File: src/rtl/regfile_read_arbiter.sv
// Arbitrates the shared register-file read mux between the rs/rt operand fetchers and a
// debug register-dump sequencer; register 0 reads bypass the port and return zero.
module regfile_read_arbiter #(
    parameter int unsigned DATA_W = 32,
    parameter int unsigned ADDR_W = 5
) (
    input  logic              clk,
    input  logic              rst,
    input  logic              rs_valid,
    input  logic [ADDR_W-1:0] rs_addr,
    output logic              rs_ready,
    output logic              rs_rvalid,
    output logic [DATA_W-1:0] rs_rdata,
    input  logic              rt_valid,
    input  logic [ADDR_W-1:0] rt_addr,
    output logic              rt_ready,
    output logic              rt_rvalid,
    output logic [DATA_W-1:0] rt_rdata,
    output logic [ADDR_W-1:0] mux_sel,
    input  logic [DATA_W-1:0] mux_data,
    input  logic              dump_start,
    output logic              dump_busy,
    output logic              dump_valid,
    output logic [ADDR_W-1:0] dump_addr,
    output logic [DATA_W-1:0] dump_data,
    output logic              dump_done
);

    typedef enum logic {StIdle, StDump} state_t;

    localparam logic LastRs = 1'b0;
    localparam logic LastRt = 1'b1;

    state_t            state_q, state_d;
    logic [ADDR_W-1:0] dump_idx_q, dump_idx_d;
    logic              last_q, last_d;

    logic rs_nz, rt_nz, rs_zero, rt_zero;
    logic rs_grant, rt_grant, dump_grant, dump_last;

    always_comb begin
        rs_nz   = rs_valid && (rs_addr != '0);
        rt_nz   = rt_valid && (rt_addr != '0);
        rs_zero = rs_valid && (rs_addr == '0);
        rt_zero = rt_valid && (rt_addr == '0);

        // Grants are forced low during reset so every output reads zero while rst is high.
        rs_grant   = !rst && rs_nz && (!rt_nz || last_q == LastRt);
        rt_grant   = !rst && rt_nz && !rs_grant;
        dump_grant = !rst && (state_q == StDump) && !rs_nz && !rt_nz;
        dump_last  = (dump_idx_q == '1);

        rs_ready = rs_grant || (!rst && rs_zero);
        rt_ready = rt_grant || (!rst && rt_zero);

        mux_sel = '0;
        if (rs_grant) begin
            mux_sel = rs_addr;
        end else if (rt_grant) begin
            mux_sel = rt_addr;
        end else if (dump_grant) begin
            mux_sel = dump_idx_q;
        end

        last_d = last_q;
        if (rs_grant) begin
            last_d = LastRs;
        end else if (rt_grant) begin
            last_d = LastRt;
        end

        state_d    = state_q;
        dump_idx_d = dump_idx_q;
        unique case (state_q)
            StIdle: begin
                if (dump_start) begin
                    state_d    = StDump;
                    dump_idx_d = '0;
                end
            end
            StDump: begin
                if (dump_grant) begin
                    // Index wraps naturally to zero on the final register.
                    dump_idx_d = dump_idx_q + 1'b1;
                    if (dump_last) begin
                        state_d = StIdle;
                    end
                end
            end
            default: state_d = StIdle;
        endcase

        dump_busy = (state_q == StDump);
    end

    always_ff @(posedge clk or posedge rst) begin
        if (rst) begin
            state_q    <= StIdle;
            dump_idx_q <= '0;
            last_q     <= LastRt;
        end else begin
            state_q    <= state_d;
            dump_idx_q <= dump_idx_d;
            last_q     <= last_d;
        end
    end

    always_ff @(posedge clk or posedge rst) begin
        if (rst) begin
            rs_rvalid  <= 1'b0;
            rs_rdata   <= '0;
            rt_rvalid  <= 1'b0;
            rt_rdata   <= '0;
            dump_valid <= 1'b0;
            dump_addr  <= '0;
            dump_data  <= '0;
            dump_done  <= 1'b0;
        end else begin
            rs_rvalid  <= rs_ready;
            rt_rvalid  <= rt_ready;
            dump_valid <= dump_grant;
            dump_done  <= dump_grant && dump_last;
            if (rs_ready) begin
                rs_rdata <= rs_zero ? '0 : mux_data;
            end
            if (rt_ready) begin
                rt_rdata <= rt_zero ? '0 : mux_data;
            end
            if (dump_grant) begin
                dump_addr <= dump_idx_q;
                dump_data <= mux_data;
            end
        end
    end

endmodule

File: config.mk
export PLATFORM = sky130hd
export DESIGN_NAME = regfile_read_arbiter
export DESIGN_NICKNAME = d
export VERILOG_FILES = /design/src/rtl/regfile_read_arbiter.sv
export SDC_FILE = /design/constraint.sdc
export NUM_CORES = 1
export LEC_CHECK = 0
export ABC_AREA = 1
export CORE_AREA = 2 2 94 119
export DETAILED_ROUTE_END_ITERATION = 8
export DIE_AREA = 0 0 96 121
export PLACE_DENSITY = 0.83
export SETUP_SLACK_MARGIN = 0.2
export SLEW_MARGIN = 40
export SYNTH_ARGS = -nofsm -noshare
export SYNTH_HDL_FRONTEND = slang
export SYNTH_SLANG_ARGS = --single-unit
File: constraint.sdc
create_clock -name clk -period 5.45 [get_ports clk]
set_input_delay 0.8175 -clock clk [delete_from_list [all_inputs] [get_ports clk]]
set_output_delay 0.8175 -clock clk [all_outputs]
set_load 0.1 [all_outputs]
==> flow_metrics.env <==
export IMPL_utilization_pct=58.7
export IMPL_clkTransAtPathRegs_ns=0.07
export IMPL_grt_pass1_wl_um=20300
export IMPL_slowest_delay_ns=0.49
export IMPL_path_buf_inv=3
export IMPL_drv_slew=0
export IMPL_multiInputGateArea_sq_um=1690
export IMPL_required_ns=4.63
export IMPL_fmax_mhz=256
export IMPL_synth_seq_cells=112
export IMPL_cp_end_kind="primary output"
export IMPL_whs_ns=0.469
export IMPL_synth_top_area_share_pct=58.6
export IMPL_vias=4143
export IMPL_finalHoldViolCount=0
export IMPL_cts_path_max_buffers=2
export IMPL_worst_slew_pin_slew_ns=0.714
export IMPL_routed_wl_um=12700
export IMPL_clock_skew_ns=0.00964
export IMPL_regArea_sq_um=2800
export IMPL_core_area_sq_um=10500
export IMPL_start_util_pct=45.3
export IMPL_slowest_stage="clkdlybuf4s50_1"
export IMPL_cp_cell_sequence="clkdlybuf4s50_1 > nor2_1 > nand3_2 > nand2_4 > nor2_4 > buf_4 > nand2_2 > nand2_1 > buf_4"
export IMPL_dieArea_sq_um=11600
export IMPL_synthTopCellsByArea="dfrtp_1 (59%), nand2_1 (17%), nand3_1 (12%), buf_2 (1.7%), nand2_2 (1.5%)"
export IMPL_ctsResizeCount=0
export IMPL_cts_tree="built"
export IMPL_num_fill_cells=916
export IMPL_arrival_ns=3.09
export IMPL_irDropWorstVdd_v=0.000304
export IMPL_netlist_area_sq_um=4740
export IMPL_syn_instance_count=519
export IMPL_dieHeight_um=121
export IMPL_firstDrtPassIters=5
export IMPL_drtIter0Drc=180
export IMPL_n_antenna_cell=0
export IMPL_finalSetupViolCount=0
export IMPL_postRouteAntennaNets=0
export IMPL_wl_per_cell_um=15.8
export IMPL_cap_violations=0
export IMPL_gp_congestion=0.804
export IMPL_dpl_cell_count=786
export IMPL_crit_top_cell="buf_4"
export IMPL_port_buffers=159
export IMPL_run_status="finished, final reports clean"
export IMPL_yosysTopAreaCell="dfrtp_1"
export IMPL_htree_levels=3
export IMPL_area_growth_syn_to_layout_pct=29.4
export IMPL_clkLatencyLatePin_ns=0.34
export IMPL_clock_sinks=112
export IMPL_drcViolationCount=0
export IMPL_viasPerCell=5.17
export IMPL_place_hpwl_um=8700
export IMPL_grt_max_degree=58
export IMPL_boundaryPins=160
export IMPL_drive_gt1_share_pct=23.7
export IMPL_hp_class="reg2reg"
export IMPL_yosys_warnings=0
export IMPL_p_leak_nw=3.38
export IMPL_antenna_found_initial=0
export IMPL_nets=714
export IMPL_cts_setup_buffers=0
export IMPL_fin_crit_sh_pct=71.7
export IMPL_critPathLaunchType="input port"
export IMPL_syn_nets=568
export IMPL_p_per_area_nw_per_um2=568
export IMPL_path_delay_family="buffers and inverters"
export IMPL_grt_pass1_vias=4032
export IMPL_overflow=0
export IMPL_seq_area_frac_synth_pct=59.1
export IMPL_setup_ws_ns=1.54
export IMPL_num_rows=42
export IMPL_synth_area_per_cell_sq_um=9.13
export IMPL_instances_no_fill=802
export IMPL_setup_tns_ns=0
export IMPL_rsz0062_at_grt="false"
export IMPL_crit_fanout=39
export IMPL_min_period_ns=3.91
export IMPL_pre_cts_ws_ns=1.50
export IMPL_cts_hold_repair_buffers=0
export IMPL_relSlewSlack_pct=52.4
export IMPL_gr_usage_all_layers_pct=22.6
export IMPL_ys_types=27
export IMPL_cts_buffers_inserted=9
export IMPL_die_w_um=96
export IMPL_cts_root_buf="clkbuf_16"
export IMPL_critical_path_class="in2out"
-- worst reg2reg max path, delay by kind of cell (launching register included) --
| family | cells | cell delay [ns] |
|---|---|---|
| buffers and inverters | 2 | 0.65 |
| AND/OR/NAND/NOR | 4 | 0.94 |
| flip-flops | 1 | 0.37 |
-- per-stage QoR --
step / power (W) / area (sq um)
floorplan: 0.00247 / 4740
global placement: 0.00289 / 6330
detailed placement: 0.00276 / 5800
CTS: 0.00350 / 6140
global route: 0.00361 / 6140
finish: 0.00348 / 6140
-- where the power goes --
group | switching [W] | internal (W) | total (W)
Combinational | 0.00141 | 0.000232 | 0.00165
Clock | 0.000292 | 0.000451 | 0.000742
Sequential | 0.0000997 | 0.000995 | 0.00109
Total | 0.00180 | 0.00168 | 0.00348
-- logic make-up (layout without fill, tap and decap cells) --
kind of cell | count (synthesis) | in the layout | synth area share, %
compound gates | 2 | 2 | 0.264
simple gates | 361 | 361 | 34.4
buf+inv | 40 | 191 | 5.30
flops | 112 | 112 | 59.1
fa+ha+maj | 2 | 2 | 0.528
xor+xnor | 2 | 2 | 0.370
-- registers in the layout (all words and copies together), names as in the netlist, 5 cells and up --
register,cells
rt_rdata,32
dump_idx_q,5
dump_addr,5
rs_rdata,32
dump_data,32
-- cells in the mapped netlist, drive strengths merged --
cell / instances
nand3b: 2
inv: 10
nand3: 120
dfrtp: 111
nand4: 5
nand2: 223
xor2: 1
ha: 2
buf: 29
dfstp: 1
o21a: 1
and3: 1
clkbuf: 1
nor2: 10
o21ai: 1
xnor2: 1
-- layout by cell type (no fill, tap or decap), types with 5 or more instances in the layout --
| cell type | synthesis | final |
|---|---|---|
| nand2_2 | 11 | 11 |
| dfrtp_1 | 111 | 111 |
| nand3_1 | 116 | 116 |
| nand4_1 | 5 | 5 |
| inv_1 | 7 | 6 |
| clkbuf_16 | 0 | 9 |
| clkdlybuf4s50_1 | 0 | 46 |
| buf_4 | 6 | 12 |
| buf_2 | 16 | 106 |
| nand2_1 | 209 | 209 |
| nor2_1 | 7 | 7 |
-- cell type report --
type                            count  area share [%]
Multi-Input combinational cell    367            27.5
Tap cell                          132            2.69
Clock inverter                      5            1.69
Timing Repair Buffer              165            17.9
Inverter                           10           0.714
Clock buffer                       11            3.79
Sequential cell                   112            45.7
-- worst paths after layout --
path / startpoint / slack, ns / depth (start not counted) / to
worst max-delay path: rt_addr[4] / 1.54 / 9 / rt_ready
worst min-delay path: dump_addr[3] / 0.47 / 2 / dump_addr[3]
worst max register to register: dump_busy / 3.41 / 6 / dump_data[9]
worst min register to register: dump_addr[3] / 0.47 / 2 / dump_addr[3]
max in group asynchronous: rst / 2.94 / 4 / dump_addr[4]
min in group asynchronous: rst / 1.31 / 3 / dump_addr[3]
-- per-layer routing --
metal / up-vias / share of wire [%] / track usage (%)
li1: 1970 / - / -
met1: 1998 / 41 / 28.6
met5: - / 0 / 0
met4: 0 / 1.9 / 8.30
met3: 18 / 6.0 / 3.48
met2: 157 / 52 / 38.5
(Power assumes the default switching activity.)
